**src/rtl/noc_pkg.sv**
```systemverilog
// Shared NoC link definitions: flit type encoding, type-field location and
// transmitter state encoding. The downstream receive FIFO imports this too.
package noc_pkg;

    typedef enum logic [1:0] {
        FLIT_HEAD      = 2'b00,
        FLIT_BODY      = 2'b01,
        FLIT_TAIL      = 2'b10,
        FLIT_HEAD_TAIL = 2'b11
    } flit_type_t;

    // The type field occupies the top FLIT_TYPE_W bits of every flit.
    localparam int unsigned FLIT_TYPE_W = 2;

    function automatic int unsigned flit_type_lsb(input int unsigned data_width);
        return data_width - FLIT_TYPE_W;
    endfunction

    typedef enum logic [0:0] {
        ST_IDLE   = 1'b0,
        ST_PACKET = 1'b1
    } tx_state_t;

endpackage

```
**src/rtl/credit_counter.sv**
```systemverilog
// Free-slot counter for the downstream FIFO. It saturates at DEPTH and flags
// an unmatched credit return as overflow.
module credit_counter
    import noc_pkg::*;
#(
    parameter int unsigned DEPTH = 4
) (
    input  logic                   clk,
    input  logic                   reset,
    input  logic                   inc,
    input  logic                   dec,
    output logic [$clog2(DEPTH):0] count,
    output logic                   overflow
);

    localparam int unsigned CW = $clog2(DEPTH) + 1;
    localparam logic [CW-1:0] FULL = CW'(DEPTH);

    logic [CW-1:0] r_count;
    logic          w_inc_only;
    logic          w_dec_only;

    assign w_inc_only = inc && !dec;
    assign w_dec_only = dec && !inc;
    assign overflow   = w_inc_only && (r_count == FULL);
    assign count      = r_count;

    always_ff @(posedge clk or posedge reset) begin
        if (reset) begin
            r_count <= FULL;
        end else if (w_dec_only && (r_count != '0)) begin
            r_count <= r_count - 1'b1;
        end else if (w_inc_only && (r_count != FULL)) begin
            r_count <= r_count + 1'b1;
        end
    end

endmodule

```
**src/rtl/link_credit_tx.sv**
```systemverilog
// Credit-based link transmitter: forwards flits one cycle late while credits
// remain, tracks packet framing and raises a sticky protocol error flag.
module link_credit_tx
    import noc_pkg::*;
#(
    parameter int unsigned DEPTH      = 4,
    parameter int unsigned DATA_WIDTH = 32
) (
    input  logic                   clk,
    input  logic                   reset,
    input  logic                   in_valid,
    input  logic [DATA_WIDTH-1:0]  in_flit,
    output logic                   in_ready,
    output logic                   link_valid,
    output logic [DATA_WIDTH-1:0]  link_flit,
    input  logic                   credit_return,
    output logic [$clog2(DEPTH):0] credits,
    output logic                   pkt_active,
    output logic                   credit_err
);

    localparam int unsigned TYPE_LSB = flit_type_lsb(DATA_WIDTH);

    logic                  w_xfer;
    logic                  w_overflow;
    logic                  w_type_err;
    flit_type_t            w_type;
    tx_state_t             w_state_nxt;
    tx_state_t             r_state;
    logic                  r_link_valid;
    logic [DATA_WIDTH-1:0] r_link_flit;
    logic                  r_credit_err;

    credit_counter #(
        .DEPTH (DEPTH)
    ) u_credit_counter (
        .clk      (clk),
        .reset    (reset),
        .inc      (credit_return),
        .dec      (w_xfer),
        .count    (credits),
        .overflow (w_overflow)
    );

    // Ready depends only on the registered credit count.
    assign in_ready = (credits != '0);
    assign w_xfer   = in_valid && in_ready;
    assign w_type   = flit_type_t'(in_flit[TYPE_LSB +: FLIT_TYPE_W]);

    always_comb begin
        w_state_nxt = r_state;
        w_type_err  = 1'b0;
        if (w_xfer) begin
            unique case (w_type)
                FLIT_HEAD: begin
                    w_type_err  = (r_state == ST_PACKET);
                    w_state_nxt = ST_PACKET;
                end
                FLIT_HEAD_TAIL: begin
                    w_type_err  = (r_state == ST_PACKET);
                    w_state_nxt = ST_IDLE;
                end
                FLIT_BODY: begin
                    w_type_err  = (r_state == ST_IDLE);
                end
                FLIT_TAIL: begin
                    w_type_err  = (r_state == ST_IDLE);
                    w_state_nxt = ST_IDLE;
                end
                default: ;
            endcase
        end
    end

    always_ff @(posedge clk or posedge reset) begin
        if (reset) begin
            r_state      <= ST_IDLE;
            r_link_valid <= 1'b0;
            r_link_flit  <= '0;
            r_credit_err <= 1'b0;
        end else begin
            r_state      <= w_state_nxt;
            r_link_valid <= w_xfer;
            if (w_xfer) begin
                r_link_flit <= in_flit;
            end
            if (w_overflow || w_type_err) begin
                r_credit_err <= 1'b1;
            end
        end
    end

    assign link_valid = r_link_valid;
    assign link_flit  = r_link_flit;
    assign pkt_active = (r_state == ST_PACKET);
    assign credit_err = r_credit_err;

endmodule

```
**config.mk**
```make
export PLATFORM = sky130hd
export DESIGN_NAME = link_credit_tx
export DESIGN_NICKNAME = d
export VERILOG_FILES = /design/src/rtl/noc_pkg.sv /design/src/rtl/credit_counter.sv /design/src/rtl/link_credit_tx.sv
export SDC_FILE = /design/constraint.sdc
export NUM_CORES = 1
export LEC_CHECK = 0
export BUFFER_PORTS_ARGS = -buffer_cell sky130_fd_sc_hd__buf_4
export CORE_MARGIN = 5
export CORE_UTILIZATION = 35
export CTS_CLUSTER_DIAMETER = 50
export CTS_CLUSTER_SIZE = 8
export DETAILED_ROUTE_END_ITERATION = 7
export SYNTH_ARGS = -nofsm -noshare
export SYNTH_HDL_FRONTEND = slang
export SYNTH_SLANG_ARGS = --single-unit
```
**constraint.sdc**
```tcl
create_clock -name clk -period 1.9 [get_ports clk]
set_clock_uncertainty 0.05 [all_clocks]
set_input_delay 0.095 -clock clk [delete_from_list [all_inputs] [get_ports clk]]
set_output_delay 0.095 -clock clk [all_outputs]
set_load 0.005 [all_outputs]
```
==> results of run 1 <==
[synthesized netlist by cell type, types with 2 or more instances]
master	number	area, um^2
nor2b_1	3	18.8
mux2_4	10	150
mux2_1	2	22.5
mux2_2	18	203
nand2_1	3	11.3
dfrtp_1	37	926
a21oi_1	2	10.0
inv_1	7	26.3
nor2_1	3	11.3
o21ai_0	5	25.0
o211ai_1	2	15.0
buf_6	3	33.8
ha_1	3	37.5
[cells by family after synthesis]
family                   share of synthesized area (%)
AO/OA/AOI/OAI                                     8.13
XOR/XNOR                                         0.513
adder cells (fa/ha/maj)                           3.37
buffers and inverters                             5.71
flip-flops                                        55.7
multiplexers                                      22.0
AND/OR/NAND/NOR                                   4.61
[cell type report]
type                       count  area (um^2)  share of cell area [%]
clock buffer                   7         86.3                    3.16
clock inverter                 1         5.00                   0.183
inverter                       7         26.3                   0.962
multi-input combinational     68          672                    24.6
sequential                    38          952                    34.9
tap                           67         83.8                    3.07
timing repair buffer         109          906                    33.2
[metrics by stage]
step,instance area [um^2],total power [mW],hold slack [ns],instances,util (%)
global placement,2330,2.32,0.187,259,49.3
global route,2730,3.17,0.00235,297,57.8
CTS,2720,2.98,0.00351,297,57.6
detailed placement,2330,2.37,0.200,259,49.3
finish,2730,2.96,0.0135,297,57.8
floorplan,1710,1.81,0.132,120,-
[state kept, by name, indices dropped and copies added (netlist names)]
signal,flops
credit_err,1
pkt_active,1
link_flit,32
link_valid,1
u_credit_counter.count,3
[where the power goes]
group | total (mW) | switching, mW | internal [mW]
logic | 1.24 | 0.496 | 0.744
clock network | 0.554 | 0.261 | 0.293
registers | 1.17 | 0.124 | 1.05
total | 2.96 | 0.881 | 2.08
[critical path: stages]
cell	delay [ns]
dlygate4sd3_1	0.53
buf_4	0.16
nor2b_1	0.14
nand2_1	0.08
fa_1	0.53
inv_1	0.07
a32oi_2	0.17
o211ai_1	0.12
[worst max-delay path by stage]
| stage | start | end | slack [ns] |
|---|---|---|---|
| after floorplan | u_credit_counter.count[2] | u_credit_counter.count[1] | 0.05 |
| after global placement | u_credit_counter.count[2] | u_credit_counter.count[1] | 0.19 |
| after detailed placement | u_credit_counter.count[2] | u_credit_counter.count[1] | 0.10 |
| after CTS | credit_return | u_credit_counter.count[1] | 0.09 |
| after global routing | u_credit_counter.count[1] | u_credit_counter.count[1] | 0.02 |
| final | credit_return | u_credit_counter.count[1] | 0.1 |
[per-layer routing]
layer | part of all wire (%) | up-vias | wire length [um] | track usage (%)
met4 | 1.4 | 0 | 61 | 4.56
met5 | 0 | - | 0 | 0
met2 | 48 | 55 | 2030 | 22.8
met1 | 43 | 607 | 1820 | 16.2
met3 | 7.8 | 7 | 329 | 4.51
li1 | - | 632 | - | -
[timing repair]
action / in CTS / in global routing
gates resized for setup: 0 / 2
hold buffers: 30 / 0
endpoints found under the hold margin: 66 / 0
setup endpoints to repair: 0 / 1
==> qor.yml, run 1 <==
outcome:
  status: "completed"
critical_path:
  r2r_slack_ns: 0.12
  crit_arrival_ns: 1.90
  endpoint_kind: "register"
  ff2ff_path_depth: 6
  r2r_start: "u_credit_counter.count[2]"
  criticalPathCategory: "input port to register"
  timing.rr.end: "u_credit_counter.count[1]"
  critPathLaunchType: "input port"
  required_ns: 2.00
  cp_max_fo: 8
routing:
  drt_wl_total_um: 4240
  vias: 1301
  drt-initial-drc-count: 37
  antenna_left: 0
  drc: 0
  routed_via_density: 4.38
  wl_per_cell_um: 14.3
  firstDrtPassIters: 4
grt:
  grt_max_degree: 39
  grt_usage_pct: 13.6
  grt_pass1_wl_um: 6710
  grt_pass1_vias: 1377
  grt_overflow: 0
  antenna_found_initial: 0
floorplan:
  io_pins: 75
  die_x_um: 79.9
  initial_utilization_pct: 36.2
  die_h_um: 79.9
  core_area_um2: 4720
  rows: 25
  dieArea_um2: 6380
synth:
  ys.flop_type: "dfrtp_1"
  yosys_warnings: 0
  synth.distinct_cells: 35
  syn_area_um2: 1710
  syn_avg_cell_area_um2: 14.2
  synth-edff-count: 0
  ys_async_sr_fraction_pct: 100
  seq_area_frac_synth_pct: 55.7
  syn_nets: 160
  netlist_instances: 120
  synth_seq_cells: 38
finish:
  synthToLayoutAreaGrowth_pct: 59.8
  layout_commonest_cell: "buf_4"
  most-common-layout-cells: "buf_4, dfrtp_1, dlygate4sd3_1"
  diodes: 0
  nets: 269
  drive_gt1_share_pct: 52.2
  nFillCells: 376
cts:
  insertion_delay_ns: 0.27
  cts.clk_slew.worst_paths_ns: 0.07
  cts.path.max_buffers: 2
  cts_buffers: 5
  clock-sinks: 38
  tritoncts: "built"
  htree_levels: 2
  cts-root-buf: "clkbuf_8"
  postCtsSetupBuffers: 0
placement:
  dp_hpwl_um: 2860
  routabilityCongestion: 0.813
  dp_slack_ns: 0.103
  port_buffers: 74
sta:
  tightest_slew_ns: 0.479
  finalSetupTns_ns: 0
  fin_ws_ns: 0.0994
  setup_violations: 0
  fmax_mhz: 555
  finalMaxSlewViolations: 0
  fin_crit_sh_pct: 94.8
  min_period_ns: 1.80
  final-hold-violation-count: 0
  rsz0062_at_grt: "false"
  slew_headroom_pct: 68.1
min_path:
  min_to: "link_flit[9]"
  worstHoldStart: "in_flit[9]"
  hold_path_depth: 2
  min_path_type: "input port to register"
power:
  ir_worst_vdd_mv: 0.494
  p_per_area_nw_per_um2: 1090
  p_leak_nw: 1.30
job:
  drv_cap: 0
Note: power is estimated with default switching activity, not from simulation.
==> run 2: changes to the inputs <==
--- a/config.mk
+++ b/config.mk
@@ -13,4 +13,5 @@
 export DETAILED_ROUTE_END_ITERATION = 7
 export SYNTH_ARGS = -nofsm -noshare
 export SYNTH_HDL_FRONTEND = slang
+export SYNTH_HIERARCHICAL = 1
 export SYNTH_SLANG_ARGS = --single-unit
==> qor.yml, run 2 <==
critical_path:
  cp_max_fo: 3
  cpPeakStageDelay_ns: 0.57
  worst-path-buf-inv: 1
  critPathSlowestCell: "dfstp_2"
  critPathLaunchType: "register"
  criticalPathCategory: "register to register"
  crit_chain: "o31ai_4 > inv_4 > o311ai_4 > fa_2 > and2b_1 > o21ai_1 > mux4_2"
  ff2ff_path_depth: 7
  endpoint_kind: "register"
  crit_cells: 7
  critPathTopFamily: "flip-flops"
  crit_arrival_ns: 2.19
  required_ns: 2.05
cts:
  cts-root-buf: "clkbuf_8"
  tritoncts: "built"
  cts.path.max_buffers: 2
  clock-sinks: 38
  cts.clk_slew.worst_paths_ns: 0.07
  cts_buffers: 5
  htree_levels: 2
  insertion_delay_ns: 0.28
power:
  p_per_area_nw_per_um2: 1200
  ir_worst_vdd_mv: 0.700
  p_leak_nw: 1.28
floorplan:
  core_area_um2: 4380
  rows: 24
  die_x_um: 77.6
  io_pins: 75
  die_h_um: 77.6
  dieArea_um2: 6030
  initial_utilization_pct: 36.5
placement:
  port_buffers: 74
  routabilityCongestion: 0.712
  dpl_cell_area_um2: 2240
  dp_slack_ns: -0.173
  dp_hpwl_um: 2910
min_path:
  min_path_type: "input port to register"
  hold_path_depth: 3
synth:
  synth.area.top_cells: "dfrtp_1, mux2_2, mux2_1, ha_1, inv_1"
  synth_seq_cells: 38
  yosys_warnings: 6
  synth_top_area_share_pct: 57.8
  syn_avg_cell_area_um2: 14.7
  synth-edff-count: 0
  syn_nets: 149
  netlist_instances: 109
  syn_area_um2: 1600
  netlist_top_cells_count: "dfrtp_1, mux2_2, mux2_1, inv_1, o21ai_0"
  ys.flop_type: "dfrtp_1"
  ys_async_sr_fraction_pct: 100
  synth_top_area_cell: "dfrtp_1"
  yosysMostFrequentCell: "dfrtp_1"
  synth.distinct_cells: 25
  seq_area_frac_synth_pct: 59.5
routing:
  wl_per_cell_um: 14.1
  vias: 1249
  antenna_left: 0
  drt_wl_total_um: 3960
  drt-initial-drc-count: 27
  firstDrtPassIters: 2
  drc: 0
  routed_via_density: 4.44
finish:
  final_util_pct: 61.4
  nets: 268
  drive_gt1_share_pct: 50.7
  synthToLayoutAreaGrowth_pct: 68.2
  layout_commonest_cell: "buf_4"
  most-common-layout-cells: "buf_4, dfrtp_1, dlygate4sd3_1"
  largest_reg_flops: 32
  diodes: 0
  multi_input_area_um2: 603
  nFillCells: 350
  seq_area_um2: 953
  final_area_um2: 2690
grt:
  grt_pass1_wl_um: 6720
  grt_usage_pct: 14.0
  antenna_found_initial: 0
  grt_overflow: 0
  grt_pass1_vias: 1372
  grt_max_degree: 38
outcome:
  violations: "negative setup slack"
  status: "finished with violations"
sta:
  finalMaxSlewViolations: 0
  fin_crit_sh_pct: 107
  tightest_slew_ns: 0.442
  fin_ws_ns: -0.140
  setup_violations: 1
  finalSetupTns_ns: -0.140
  rsz0062_at_grt: "true"
  min_period_ns: 2.04
  slew_headroom_pct: 70.6
  fmax_mhz: 490
  final-hold-violation-count: 0
job:
  drv_cap: 0
run 2: cell count changes in the layout (fill, tap and decap cells not counted), sizes merged, moves of 2 or more:
cell   previous run  this run
buf              79        85
o21ai             5         7
a21oi             2         0
xor2              1         3
nor2b             3         0
run 2: logic make-up after synthesis:
group / Yosys count / share of synthesized area [%]
and+or+nand+nor: 9 / 3.13
buffers and inverters: 12 / 4.69
AOI/OAI and AO/OA: 12 / 5.00
DFF: 38 / 59.5
xor gates and xnor gates: 3 / 1.64
adders and majority gates: 4 / 3.59
muxes: 31 / 22.5
run 2: worst reg2reg max path, delay by kind of cell, from the launching register on:
family / cells / cell delay, ns
DFF: 1 / 0.57
muxes: 1 / 0.46
adders and majority gates: 1 / 0.36
AOI/OAI and AO/OA: 3 / 0.22
and+or+nand+nor: 1 / 0.22
buffers and inverters: 1 / 0.07
run 2: timing repair:
action                                  CTS  global route
endpoints found under the setup margin    1             1
hold endpoints to repair                 38             0
hold buffers                             31             0
pin swaps                                 1             1
setup buffers                             3             1
gates resized for setup                   2             0
run 2: area by class of cell:
type / instances / area share, %
sequential: 38 / 35.4
timing repair buffer: 116 / 35.2
clock buffer: 7 / 3.20
inverter: 8 / 1.21
clock inverter: 1 / 0.186
multi-input combinational: 59 / 22.4
tap: 52 / 2.42
run 2: report_power, final:
| group | internal [mW] | switching, mW |
|---|---|---|
| clock | 0.292 | 0.257 |
| combinational | 0.850 | 0.534 |
| sequential | 1.11 | 0.192 |
run 2: final timing paths:
kind | to | from | slack (ns)
setup / recovery | u_credit_counter/count[2] | u_credit_counter/count[2] | -0.14
hold / removal | link_flit[30] | in_flit[30] | 0.07
setup reg to reg | u_credit_counter/count[2] | u_credit_counter/count[2] | -0.14
hold reg to reg | link_flit[30] | link_flit[30] | 0.44
max in group asynchronous | link_flit[25] | reset | 1.05
min in group asynchronous | u_credit_counter/count[0] | reset | 0.19
run 2: metrics by stage:
| step | cells | power, mW | hold slack (ns) |
|---|---|---|---|
| after floorplan | 109 | 1.87 | -0.202 |
| after CTS | 280 | 3.27 | 0.0690 |
| after global placement | 238 | 2.52 | -0.0708 |
| final | 281 | 3.24 | 0.0744 |
| after detailed placement | 238 | 2.58 | -0.0676 |
| after global routing | 281 | 3.47 | 0.0601 |
run 2: per-layer routing:
metal / wire [um] / GRT usage [%] / up-vias
li1: - / - / 612
met1: 1610 / 16.6 / 576
met2: 1870 / 22.1 / 54
met3: 410 / 7.18 / 7
met4: 57 / 4.12 / 0
met5: 0 / 0 / -
